==> config.mk <==
export PLATFORM = sky130hd
export DESIGN_NAME = float32_division_flat
export DESIGN_NICKNAME = d
export VERILOG_FILES = /design/src/rtl/fp32_pkg.sv /design/src/rtl/float32_division_if.sv /design/src/rtl/fp_mant_divider.sv /design/src/rtl/float32_division.sv /design/src/flat_wrapper.sv
export SDC_FILE = /design/constraint.sdc
export NUM_CORES = 1
export LEC_CHECK = 0
export ABC_AREA = 1
export ABC_CLOCK_PERIOD_IN_PS = 3700
export BUFFER_PORTS_ARGS = -buffer_cell sky130_fd_sc_hd__buf_4
export CORE_UTILIZATION = 43
export CTS_CLUSTER_DIAMETER = 40
export CTS_CLUSTER_SIZE = 12
export DETAILED_ROUTE_END_ITERATION = 10
export MAX_ROUTING_LAYER = met4
export SETUP_SLACK_MARGIN = 0.4
export SLEW_MARGIN = 30
export SYNTH_ARGS = -nofsm -noshare
export SYNTH_HDL_FRONTEND = slang
export SYNTH_SLANG_ARGS = --single-unit
==> constraint.sdc <==
create_clock -name clk -period 3.7 [get_ports clk]
set_clock_uncertainty 0.05 [all_clocks]
set_input_delay 1.11 -clock clk [delete_from_list [all_inputs] [get_ports clk]]
set_output_delay 1.11 -clock clk [all_outputs]
set_load 0.02 [all_outputs]
==> src/rtl/fp32_pkg.sv <==
// Shared binary32 definitions for the FP arithmetic set: field widths, constants,
// flag positions, divider FSM states and an operand unpack/classify helper.
package fp32_pkg;

    localparam int FP_EXP_W = 8;
    localparam int FP_MAN_W = 23;
    localparam int FP_W     = 1 + FP_EXP_W + FP_MAN_W;
    localparam int BIAS     = (1 << (FP_EXP_W - 1)) - 1;

    localparam logic [FP_W-1:0] QNAN    = 32'h7FC0_0000;
    localparam logic [FP_W-1:0] POS_INF = 32'h7F80_0000;

    localparam int FLAG_W       = 4;
    localparam int FLAG_INVALID = 3;
    localparam int FLAG_DIVZERO = 2;
    localparam int FLAG_OVERFLW = 1;
    localparam int FLAG_UNDRFLW = 0;

    typedef enum logic [1:0] {
        FP_ZERO,
        FP_NORMAL,
        FP_INF,
        FP_NAN
    } fp_class_e;

    typedef struct packed {
        logic                sign;
        logic [FP_EXP_W-1:0] expo;
        logic [FP_MAN_W-1:0] frac;
        fp_class_e           cls;
    } fp_unpacked_t;

    typedef enum logic [1:0] {
        S_IDLE,
        S_DIVIDE,
        S_NORM,
        S_DONE
    } div_state_e;

    // Subnormals are flushed: a zero exponent field means zero regardless of fraction.
    function automatic fp_unpacked_t fp_unpack(input logic [FP_W-1:0] x);
        fp_unpacked_t u;
        u.sign = x[FP_W-1];
        u.expo = x[FP_W-2 -: FP_EXP_W];
        u.frac = x[FP_MAN_W-1:0];
        if (u.expo == '0)
            u.cls = FP_ZERO;
        else if (u.expo == '1)
            u.cls = (u.frac == '0) ? FP_INF : FP_NAN;
        else
            u.cls = FP_NORMAL;
        return u;
    endfunction

endpackage

==> src/rtl/float32_division_if.sv <==
// Valid/ready operand and result bus shared by the FP arithmetic blocks.
interface float32_division_if
    import fp32_pkg::*;
();

    logic              in_valid;
    logic              in_ready;
    logic [FP_W-1:0]   a;
    logic [FP_W-1:0]   b;
    logic              out_valid;
    logic              out_ready;
    logic [FP_W-1:0]   result;
    logic [FLAG_W-1:0] flags;

    modport master (
        output in_valid, a, b, out_ready,
        input  in_ready, out_valid, result, flags
    );

    modport slave (
        input  in_valid, a, b, out_ready,
        output in_ready, out_valid, result, flags
    );

endinterface

==> src/rtl/fp_mant_divider.sv <==
// Restoring mantissa divider: one quotient bit per cycle, MSB first, with a
// sticky bit that reports a nonzero final remainder.
module fp_mant_divider #(
    parameter int MANT_W = 24,
    parameter int ITER   = 26
) (
    input  logic              clk,
    input  logic              rst_n,
    input  logic              i_start,
    input  logic [MANT_W-1:0] i_ma,
    input  logic [MANT_W-1:0] i_mb,
    output logic              o_last,
    output logic [ITER-1:0]   o_q,
    output logic              o_sticky
);

    localparam int CNT_W = $clog2(ITER);

    // Partial remainder stays below 2*divisor, so one extra bit is enough.
    logic [MANT_W:0]   r_rem;
    logic [MANT_W-1:0] r_div;
    logic [ITER-1:0]   r_q;
    logic [CNT_W-1:0]  r_cnt;
    logic              r_busy;

    logic              w_ge;
    logic [MANT_W:0]   w_diff;

    assign w_ge   = (r_rem >= {1'b0, r_div});
    assign w_diff = w_ge ? (r_rem - {1'b0, r_div}) : r_rem;

    // NOTE: sequential state uses <= so every flop samples pre-edge values.
    always_ff @(posedge clk or negedge rst_n) begin
        if (!rst_n) begin
            r_rem  <= '0;
            r_div  <= '0;
            r_q    <= '0;
            r_cnt  <= '0;
            r_busy <= 1'b0;
        end else if (i_start) begin
            r_rem  <= {1'b0, i_ma};
            r_div  <= i_mb;
            r_q    <= '0;
            r_cnt  <= '0;
            r_busy <= 1'b1;
        end else if (r_busy) begin
            r_rem <= {w_diff[MANT_W-1:0], 1'b0};
            r_q   <= {r_q[ITER-2:0], w_ge};
            r_cnt <= r_cnt + 1'b1;
            if (r_cnt == CNT_W'(ITER - 1))
                r_busy <= 1'b0;
        end
    end

    // High during the final iteration; q and sticky are complete from the next cycle.
    assign o_last   = r_busy & (r_cnt == CNT_W'(ITER - 1));
    assign o_q      = r_q;
    assign o_sticky = |r_rem;

endmodule

==> src/rtl/float32_division.sv <==
// Iterative binary32 divider: special-case decode, restoring mantissa core,
// round-to-nearest-even and packing, with valid/ready on both sides.
module float32_division
    import fp32_pkg::*;
#(
    parameter int EXP_W = FP_EXP_W,
    parameter int MAN_W = FP_MAN_W
) (
    input  logic         clk,
    input  logic         rst_n,
    float32_division_if.slave bus
);

    localparam int MANT_W   = MAN_W + 1;
    localparam int ITER     = MAN_W + 3;
    localparam int E_W      = EXP_W + 2;
    localparam int EXP_ALL1 = (1 << EXP_W) - 1;

    div_state_e              r_state, w_state_nxt;
    logic                    r_sign;
    logic signed [E_W-1:0]   r_exp;
    logic [FP_W-1:0]         r_result;
    logic [FLAG_W-1:0]       r_flags;
    logic                    r_out_valid;

    fp_unpacked_t            w_ua, w_ub;
    logic                    w_sign;
    logic                    w_in_ready, w_accept, w_div_start;
    logic                    w_special;
    logic [FP_W-1:0]         w_spec_result;
    logic [FLAG_W-1:0]       w_spec_flags;
    logic                    w_div_last, w_sticky;
    logic [ITER-1:0]         w_q;

    assign w_ua   = fp_unpack(bus.a);
    assign w_ub   = fp_unpack(bus.b);
    assign w_sign = w_ua.sign ^ w_ub.sign;

    // NOTE: every always_comb output gets a default first, so no path infers a latch.
    always_comb begin
        w_special     = 1'b1;
        w_spec_result = '0;
        w_spec_flags  = '0;
        if (w_ua.cls == FP_NAN || w_ub.cls == FP_NAN ||
            (w_ua.cls == FP_ZERO && w_ub.cls == FP_ZERO) ||
            (w_ua.cls == FP_INF && w_ub.cls == FP_INF)) begin
            w_spec_result               = QNAN;
            w_spec_flags[FLAG_INVALID]  = 1'b1;
        end else if (w_ub.cls == FP_ZERO && w_ua.cls == FP_NORMAL) begin
            w_spec_result               = {w_sign, POS_INF[FP_W-2:0]};
            w_spec_flags[FLAG_DIVZERO]  = 1'b1;
        end else if (w_ua.cls == FP_INF) begin
            w_spec_result = {w_sign, POS_INF[FP_W-2:0]};
        end else if (w_ub.cls == FP_INF || w_ua.cls == FP_ZERO) begin
            w_spec_result = {w_sign, {(FP_W-1){1'b0}}};
        end else begin
            w_special = 1'b0;
        end
    end

    always_ff @(posedge clk or negedge rst_n) begin
        if (!rst_n) r_state <= S_IDLE;
        else        r_state <= w_state_nxt;
    end

    always_comb begin
        w_state_nxt = r_state;
        unique case (r_state)
            S_IDLE:   if (bus.in_valid) w_state_nxt = w_special ? S_DONE : S_DIVIDE;
            S_DIVIDE: if (w_div_last) w_state_nxt = S_NORM;
            S_NORM:   w_state_nxt = S_DONE;
            S_DONE:   if (r_out_valid && bus.out_ready) w_state_nxt = S_IDLE;
            default:  w_state_nxt = S_IDLE;
        endcase
    end

    always_comb begin
        w_in_ready  = (r_state == S_IDLE);
        w_accept    = w_in_ready & bus.in_valid;
        w_div_start = w_accept & ~w_special;
    end

    fp_mant_divider #(.MANT_W(MANT_W), .ITER(ITER)) u_mant_div (
        .clk      (clk),
        .rst_n    (rst_n),
        .i_start  (w_div_start),
        .i_ma     ({1'b1, w_ua.frac}),
        .i_mb     ({1'b1, w_ub.frac}),
        .o_last   (w_div_last),
        .o_q      (w_q),
        .o_sticky (w_sticky)
    );

    logic [MANT_W-1:0]     w_man;
    logic [MANT_W:0]       w_man_rnd;
    logic [MAN_W-1:0]      w_frac;
    logic                  w_g, w_s, w_rnd;
    logic signed [E_W-1:0] w_e_norm, w_e_final;
    logic [FP_W-1:0]       w_norm_result;
    logic [FLAG_W-1:0]     w_norm_flags;

    // Quotient lies in (0.5, 2): either bit 25 or bit 24 is the leading one.
    always_comb begin
        if (w_q[ITER-1]) begin
            w_man    = w_q[ITER-1 -: MANT_W];
            w_g      = w_q[1];
            w_s      = w_q[0] | w_sticky;
            w_e_norm = r_exp;
        end else begin
            w_man    = w_q[ITER-2 -: MANT_W];
            w_g      = w_q[0];
            w_s      = w_sticky;
            w_e_norm = r_exp - E_W'(1);
        end
        w_rnd     = w_g & (w_s | w_man[0]);
        w_man_rnd = {1'b0, w_man} + (MANT_W + 1)'(w_rnd);
        w_e_final = w_man_rnd[MANT_W] ? (w_e_norm + E_W'(1)) : w_e_norm;
        w_frac    = w_man_rnd[MANT_W] ? w_man_rnd[MAN_W:1] : w_man_rnd[MAN_W-1:0];

        w_norm_flags = '0;
        if (int'(w_e_final) >= EXP_ALL1) begin
            w_norm_result              = {r_sign, POS_INF[FP_W-2:0]};
            w_norm_flags[FLAG_OVERFLW] = 1'b1;
        end else if (int'(w_e_final) <= 0) begin
            w_norm_result              = {r_sign, {(FP_W-1){1'b0}}};
            w_norm_flags[FLAG_UNDRFLW] = 1'b1;
        end else begin
            w_norm_result = {r_sign, w_e_final[EXP_W-1:0], w_frac};
        end
    end

    always_ff @(posedge clk or negedge rst_n) begin
        if (!rst_n) begin
            r_sign      <= 1'b0;
            r_exp       <= '0;
            r_result    <= '0;
            r_flags     <= '0;
            r_out_valid <= 1'b0;
        end else begin
            if (w_accept) begin
                r_sign <= w_sign;
                r_exp  <= E_W'(w_ua.expo) - E_W'(w_ub.expo) + E_W'(BIAS);
                if (w_special) begin
                    r_result <= w_spec_result;
                    r_flags  <= w_spec_flags;
                end
            end
            if (r_state == S_NORM) begin
                r_result <= w_norm_result;
                r_flags  <= w_norm_flags;
            end
            // out_valid rises one cycle after DONE is entered and drops on transfer.
            if (r_state == S_DONE && !r_out_valid)
                r_out_valid <= 1'b1;
            else if (r_out_valid && bus.out_ready)
                r_out_valid <= 1'b0;
        end
    end

    assign bus.in_ready  = w_in_ready;
    assign bus.out_valid = r_out_valid;
    assign bus.result    = r_result;
    assign bus.flags     = r_flags;

endmodule

==> src/flat_wrapper.sv <==
// flat-port wrapper written by rule: the top's interface ports become plain ports
module float32_division_flat import fp32_pkg::*;
#(
    parameter int EXP_W = FP_EXP_W,
    parameter int MAN_W = FP_MAN_W
)
  (clk, rst_n, bus_in_valid, bus_a, bus_b, bus_out_ready, bus_in_ready, bus_out_valid, bus_result, bus_flags);
  float32_division_if bus_i ();
  input  logic clk;
  input  logic rst_n;
  input wire logic [$bits(bus_i.in_valid)-1:0] bus_in_valid;
  input wire logic [$bits(bus_i.a)-1:0] bus_a;
  input wire logic [$bits(bus_i.b)-1:0] bus_b;
  input wire logic [$bits(bus_i.out_ready)-1:0] bus_out_ready;
  output wire logic [$bits(bus_i.in_ready)-1:0] bus_in_ready;
  output wire logic [$bits(bus_i.out_valid)-1:0] bus_out_valid;
  output wire logic [$bits(bus_i.result)-1:0] bus_result;
  output wire logic [$bits(bus_i.flags)-1:0] bus_flags;
  assign bus_i.in_valid = bus_in_valid;
  assign bus_i.a = bus_a;
  assign bus_i.b = bus_b;
  assign bus_i.out_ready = bus_out_ready;
  assign bus_in_ready = bus_i.in_ready;
  assign bus_out_valid = bus_i.out_valid;
  assign bus_result = bus_i.result;
  assign bus_flags = bus_i.flags;
  float32_division #(.EXP_W(EXP_W), .MAN_W(MAN_W)) u_core (.clk(clk), .rst_n(rst_n), .bus(bus_i));
endmodule
==> run metrics, run 1 <==
status=complete, no violations; FP Rows=54; met1 wire length=13.25 mm; Power Density=989.8 nW/um^2; Post-synth EDFFs=0; deepest clock path buffer count=2; initial antenna violation count=0; Max Cap Violations=0; metal3 WL=1.079 mm; Primary FF master, synth=dfrtp_1; clk_lat worst skew=0.43 ns; Hold Path Class=flop to flop; Slew @ Worst Pin=0.5440 ns; CP endpoint=u_core.bus.result[19]$_DFFE_PN0P_; Worst R2R End=u_core.bus.result[19]$_DFFE_PN0P_; H-Tree Depth=4; Synth cell types=47; die width=152.6 um; Seq/Total Area, Yosys=33.60%; Core ar.=22030 um^2; Synth async-reset ratio=100.0%; first-pass GRT wire length=43.40 mm; chip height=152.6 um; fmax=327.3 MHz; setup violators final=0; post-layout util=52.68%; Req. time, crit path=3.96 ns; GRT overflow=0; TritonCTS clock tree=yes; area of the multi-input gates=5448 um^2; Seq cells post-synth=131; layout cells sized above 1=13.42%; Design Area, Final=11600 um^2; Slew Limit Headroom=63.40%; Hold Vio Cnt, Final=0; CTS Buf Count=17; GRT Util Overall=23.84%; die area=23290 um^2; Seq. cell area=3279 um^2; Cells after DPL=1804; Clock Pin Slew Worst Setup and Hold Paths=0.06 ns; FF-to-FF setup slack=0.65 ns; IO buf count=105; critical path arrival=3.31 ns; Worst R2R Path Depth=18; CP startpoint=u_core.u_mant_div.o_q[25]$_DFFE_PN0P_; CTS sink count=131; I/O Pins=106; Non-Filler Instances=1845; Post-Syn Area=9756 um^2; HPWL Detailed=19.87 mm; ANT nets after route=0; reg2reg start=u_core.u_mant_div.o_q[25]$_DFFE_PN0P_; area delta synth->final=18.93%; RSZ-0062 raised after global routing=no; Post-Syn Area per Cell=6.761 um^2; largest net degree at the start of global routing=52; Synth Instances=1443; crit path time final=3.055 ns; post-synthesis net count=1555; Remaining DRCs=0; root buf cell=clkbuf_16; first-pass iteration count of the detailed router=8; Final nets=1665; Routed WL per cell=14.27 um; placed cell area=10830 um^2; DRT iter0 DRCs=650; setup TNS=0 ns; vias in the first global route=8813; Max Slew Vio Count=0; leakage power=5.838 nW; Tot Pwr=11.48 mW; DR top layer=met4; Peak VDD IR=0.4228 mV; fill count=2227; met2 wire len=11.70 mm; CP endpoint kind=flop; Worst setup SP type=flop; vias per cell=5.168; GP Congestion=0.9309; maximum fanout along the worst path=34; initial cell density of the core=44.29%; total vias in the final route=9535; Ys Warns=0; CP Class=flop to flop; Final Cycle Share=82.57%; wirelength, routed=26.33 mm; hold path depth=2; # diodes=0
cell type report:
cell class | instances | share of cell area, %
clock inverters | 8 | 1.283
clock buffers | 23 | 4.119
repair buffers | 133 | 9.458
multi-input cells | 1063 | 46.95
inverters | 206 | 6.837
well taps | 280 | 3.020
repair inverters | 1 | 0.06470
flip-flops and latches | 131 | 28.26
stage by stage:
step	setup WS (ns)	hold slack [ns]
6_report	0.6451	0.4220
3_5_place_dp	0.06404	0.4076
4_1_cts	0.4060	0.4211
2_1_floorplan	0.6538	0.3759
5_1_grt	0.4013	0.4515
3_3_place_gp	0.1581	0.3963
sequential cells by signal, summed over array words and instances, names as in the netlist:
signal and count:
u_core.bus.flags 4, u_core.bus.out_valid 1, u_core.bus.result 32, u_core.r_exp 10, u_core.r_sign 1, u_core.r_state 2, u_core.u_mant_div.o_q 26, u_core.u_mant_div.r_busy 1
u_core.u_mant_div.r_cnt 5, u_core.u_mant_div.r_div 24, u_core.u_mant_div.r_rem 25
where the power goes:
group	internal, mW	switching [mW]	total (mW)
clock network	1.18	0.656	1.84
logic	2.60	4.46	7.06
registers	2.10	0.486	2.58
layout by cell type (no fill, tap or decap), drive strengths merged, types with 2 or more instances in the layout:
master and count:
nand2 439, inv 204, nor2 167, buf 133, dfrtp 131, o21ai 111, nand3 70, a21oi 48
nand4 44, ha 42, xor2 27, o22ai 24, clkbuf 23, o211ai 19, xnor2 16, nor4 16
nor3 12, a31oi 6, clkinvlp 5, nand3b 4, o21bai 4, bufinv 4, a21o 3, and2 2
o311ai 2, fa 2, clkinv 2
critical path, stage by stage, from the launching register on:
cell	delay [ns]
dfrtp_2	0.44
buf_4	0.19
buf_8	0.18
nand2_1	0.08
nand2_1	0.09
nor2_1	0.22
nand2_2	0.12
nor2_4	0.20
nand3_4	0.20
inv_4	0.18
nand2_1	0.07
nand2_1	0.10
nand2_1	0.06
nor2_1	0.20
nand3_4	0.17
nand2_4	0.15
inv_6	0.08
nand4_1	0.10
nand2_1	0.05
cells in the mapped netlist, types with 6 or more instances:
| cell | count | area share, % |
|---|---|---|
| nand2_1 | 426 | 16 |
| inv_1 | 197 | 7.6 |
| nor2_1 | 158 | 6.1 |
| dfrtp_1 | 131 | 34 |
| o21ai_0 | 100 | 5.1 |
| nand3_1 | 64 | 3.3 |
| a21oi_1 | 48 | 2.5 |
| nand4_1 | 44 | 2.8 |
| ha_1 | 42 | 5.4 |
| xor2_1 | 27 | 2.4 |
| o22ai_1 | 24 | 1.5 |
| o211ai_1 | 19 | 1.5 |
| clkbuf_1 | 17 | 0.65 |
| nor4_1 | 16 | 1.0 |
| xnor2_1 | 16 | 1.4 |
| nor3_1 | 11 | 0.56 |
| nand2_2 | 10 | 0.64 |
| o21ai_1 | 10 | 0.51 |
| buf_6 | 9 | 1.0 |
| buf_2 | 8 | 0.41 |
| a31oi_1 | 6 | 0.38 |
| nor2_2 | 6 | 0.38 |
worst min-delay path by stage:
stage	from	slack [ns]	to
after CTS	u_core.u_mant_div.r_div[23]$_DFFE_PN0P_	0.42	u_core.u_mant_div.r_div[23]$_DFFE_PN0P_
final	u_core.bus.flags[1]$_DFFE_PN0P_	0.42	u_core.bus.flags[1]$_DFFE_PN0P_
after global routing	u_core.u_mant_div.r_div[23]$_DFFE_PN0P_	0.45	u_core.u_mant_div.r_div[23]$_DFFE_PN0P_
after detailed placement	u_core.u_mant_div.r_div[23]$_DFFE_PN0P_	0.41	u_core.u_mant_div.r_div[23]$_DFFE_PN0P_
after floorplan	u_core.u_mant_div.r_div[23]$_DFFE_PN0P_	0.38	u_core.u_mant_div.r_div[23]$_DFFE_PN0P_
after global placement	u_core.u_mant_div.r_div[23]$_DFFE_PN0P_	0.40	u_core.u_mant_div.r_div[23]$_DFFE_PN0P_
routing by layer:
metal  global-route usage, %  vias to the layer above
li1                        -                     4876
met1                   32.98                     4427
met2                   36.68                      208
met3                   2.986                       24
met4                   6.542                        0
met5                       -                        -
timing repair:
item,in CTS,in global routing
gates resized for setup,2,17
setup endpoints to repair,32,62
pin swaps,0,2
hold buffers,0,0
gates cloned,0,1
setup buffers,0,9
kinds of logic after synthesis:
kind of cell | share of synthesized area (%)
flip-flops | 33.60
XOR/XNOR | 3.860
buffers and inverters | 10.89
AND/OR/NAND/NOR | 33.24
adder cells (fa/ha/maj) | 5.797
AO/OA/AOI/OAI | 12.61
(Power assumes the default switching activity.)
==> inputs of run 2 (changes only) <==
--- a/config.mk
+++ b/config.mk
@@ -6,7 +6,7 @@
 export NUM_CORES = 1
 export LEC_CHECK = 0
 export ABC_AREA = 1
-export ABC_CLOCK_PERIOD_IN_PS = 3700
+export ABC_CLOCK_PERIOD_IN_PS = 3160
 export BUFFER_PORTS_ARGS = -buffer_cell sky130_fd_sc_hd__buf_4
 export CORE_UTILIZATION = 43
 export CTS_CLUSTER_DIAMETER = 40
==> constraint.sdc (replaced) <==
create_clock -name clk -period 3.16 [get_ports clk]
set_clock_uncertainty 0.05 [all_clocks]
set_input_delay 0.948 -clock clk [delete_from_list [all_inputs] [get_ports clk]]
set_output_delay 0.948 -clock clk [all_outputs]
set_load 0.02 [all_outputs]
==> run metrics, run 2 (synthesis results as in run 1) <==
GRT Util Overall=25.07% (was 23.84%); Final nets=1744 (was 1665); IO buf count=105 (unchanged); Req. time, crit path=3.43 ns (was 3.96 ns); CTS sink count=131 (unchanged); status=complete, but fails checks (was complete, no violations); met1 wire length=13.84 mm (was 13.25 mm); Clock Pin Slew Worst Setup and Hold Paths=0.07 ns (was 0.06 ns); combinational share of power=64.1% (was 61.5%); layout cells sized above 1=21.16% (was 13.42%); first-pass iteration count of the detailed router=10 (was 8); most frequent cells in the layout=410 x nand2_1, 194 x inv_1, 186 x buf_4, 141 x nor2_1, 130 x dfrtp_1 (was 426 x nand2_1, 195 x inv_1, 156 x nor2_1, 130 x dfrtp_1, 124 x buf_4); die width=152.6 um (unchanged); CTS Buf Count=17 (unchanged); fill count=2159 (was 2227); crit-path cells=buf_8 -> buf_6 -> o21ai_4 -> ha_4 -> nand3_4 -> nor2_4 -> nand3_4 -> nor2_4 -> buf_6 -> nand4_1 -> nand2_1 -> nand2_2 -> nor2_4 -> nand3_4 -> nand2_8 -> clkinv_8 -> nand4_1 -> nand2_1 (was buf_4 -> buf_8 -> nand2_1 -> nand2_1 -> nor2_1 -> nand2_2 -> nor2_4 -> nand3_4 -> inv_4 -> nand2_1 -> nand2_1 -> nand2_1 -> nor2_1 -> nand3_4 -> nand2_4 -> inv_6 -> nand4_1 -> nand2_1); Max Slew Vio Count=0 (unchanged); Core ar.=22030 um^2 (unchanged); Hold Vio Cnt, Final=0 (unchanged); reg2reg start=u_core.u_mant_div.o_q[25]$_DFFE_PN0P_ (unchanged); initial antenna violation count=0 (unchanged); RSZ-0062 raised after global routing=yes (was no); slowest cell on the critical path=dfrtp_2 (unchanged); first-pass GRT wire length=46.04 mm (was 43.40 mm); GRT overflow=0 (unchanged); TritonCTS clock tree=yes (unchanged); total vias in the final route=9876 (was 9535); placed cell area=11290 um^2 (was 10830 um^2); sw frac=49.10% (was 48.80%); CP Class=flop to flop (unchanged); FP Rows=54 (unchanged); pre-CTS WS=-0.3015 ns (was 0.06404 ns); worst setup margin=0.3518 ns (was 0.6451 ns); Max Cap Violations=0 (unchanged); maximum fanout along the worst path=8 (was 34); crit path time final=2.808 ns (was 3.055 ns); Peak VDD IR=0.4238 mV (was 0.4228 mV); Worst setup SP type=flop (unchanged); die area=23290 um^2 (unchanged); Design Area, Final=12710 um^2 (was 11600 um^2); Slew Limit Headroom=70.32% (was 63.40%); clk_lat worst skew=0.43 ns (about the same); area delta synth->final=30.26% (was 18.93%); failing checks=design-rule violations; Tot Pwr=14.48 mW (was 11.48 mW); Routed WL per cell=14.51 um (was 14.27 um); # diodes=0 (unchanged); initial cell density of the core=44.29% (unchanged); deepest clock path buffer count=2 (unchanged); critical path arrival=3.08 ns (was 3.31 ns); wirelength, routed=27.92 mm (was 26.33 mm); commonest non-fill, non-tap cell in the layout=nand2_1 (unchanged); CP endpoint kind=flop (unchanged); H-Tree Depth=4 (unchanged); vias in the first global route=9448 (was 8813); ANT nets after route=0 (unchanged); HPWL Detailed=20.57 mm (was 19.87 mm); root buf cell=clkbuf_16 (unchanged); Clock Power Share=15.0% (was 16.0%); Remaining DRCs=1 (was 0); met2 wire len=12.79 mm (was 11.70 mm); DR top layer=met4 (unchanged); metal3 WL=986 um (was 1.079 mm); Hold Slack=0.3726 ns (was 0.4220 ns); Power Density=1140 nW/um^2 (was 989.8 nW/um^2); Worst R2R End=u_core.bus.result[22]$_DFFE_PN0P_ (was u_core.bus.result[19]$_DFFE_PN0P_); Hold Path Class=input pin to asynchronous set/reset pin (was flop to flop); post-layout util=57.69% (was 52.68%); leakage power=6.358 nW (was 5.838 nW); Psw=7.111 mW (was 5.604 mW); Pint=7.372 mW (was 5.880 mW); Final Cycle Share=88.87% (was 82.57%); Largest stage delay, worst path=0.43 ns (was 0.44 ns); largest net degree at the start of global routing=45 (was 52); FF-to-FF setup slack=0.35 ns (was 0.65 ns); fmax=356.1 MHz (was 327.3 MHz); Slew @ Worst Pin=0.4412 ns (was 0.5440 ns); chip height=152.6 um (unchanged); Largest register FFs=32 (unchanged); Worst R2R Path Depth=18 (unchanged); vias per cell=5.130 (was 5.168); setup violators final=0 (unchanged); Flop pwr share=20.9% (was 22.5%); DRT iter0 DRCs=518 (was 650); I/O Pins=106 (unchanged); GP Congestion=0.8856 (was 0.9309); CP startpoint=u_core.u_mant_div.o_q[25]$_DFFE_PN0P_ (unchanged)
## run 2: cell count changes in the layout (fill, tap and decap cells not counted), sizes merged
| cell | change |
|---|---|
| clkinv | +5 |
| clkinvlp | -3 |
| bufinv | -1 |
| inv | +7 |
| clkbuf | -1 |
| buf | +72 |
| nand3 | +1 |
## run 2: cell type report
class / instances / area (um^2) / share of cell area [%]
clock inverter: 14 / 191.4 / 1.507
clock buffer: 18 / 439.2 / 3.456
sequential: 131 / 3279 / 25.81
tap: 280 / 350.3 / 2.757
timing repair inverter: 3 / 27.53 / 0.2166
inverter: 206 / 822.0 / 6.469
multi-input combinational: 1064 / 5794 / 45.60
timing repair buffer: 209 / 1803 / 14.19
## run 2: per-layer routing
layer  GRT usage [%]  up-vias
met2           40.08      195
li1                -     5057
met3           3.697       24
met4           5.532        0
met1           33.57     4600
met5               -        -
## run 2: stage by stage
| step | setup TNS [ns] | cells |
|---|---|---|
| finish | 0 | 1925 |
| global route | 0 | 1925 |
| CTS | 0 | 1903 |
| detailed placement | -22.33 | 1855 |
| global placement | -24.12 | 1855 |
| floorplan | 0 | 1443 |
## run 2: critical path: cells and delay by family, from the launching register on
family	cells	cell delay, ns
AO/OA/AOI/OAI	1	0.18
AND/OR/NAND/NOR	12	1.35
adder cells (fa/ha/maj)	1	0.20
buffers and inverters	4	0.47
flip-flops	1	0.43
## run 2: power groups by stage
stage                     combinational [mW]  sequential [mW]  clock, mW
after global placement                  8.31             3.02          0
after CTS                               8.75             3.00       2.20
after detailed placement                8.39             3.04          0
final                                   9.29             3.02       2.17
after global routing                    10.4             3.13       2.27
after floorplan                         6.01             3.09          0
## run 2: what timing repair did
action                                 4_1_cts  5_1_grt
gates cloned                                 3        6
pin swaps                                   15       35
setup buffers                               13       16
resized for setup                           35       78
endpoints found under the hold margin        0        0
setup endpoints to repair                  115       93
hold buffers                                 0        0
## run 2: worst max path at each step
stage | endpoint | slack (ns) | cells after the start
after floorplan | u_core.bus.result[22]$_DFFE_PN0P_ | 0.40 | 20
after global placement | u_core.u_mant_div.r_rem[21]$_DFFE_PN0P_ | -0.34 | 13
after detailed placement | u_core.u_mant_div.r_rem[21]$_DFFE_PN0P_ | -0.30 | 14
after CTS | u_core.bus.result[22]$_DFFE_PN0P_ | 0.39 | 18
after global routing | u_core.bus.result[22]$_DFFE_PN0P_ | 0.18 | 17
final | u_core.bus.result[22]$_DFFE_PN0P_ | 0.35 | 18
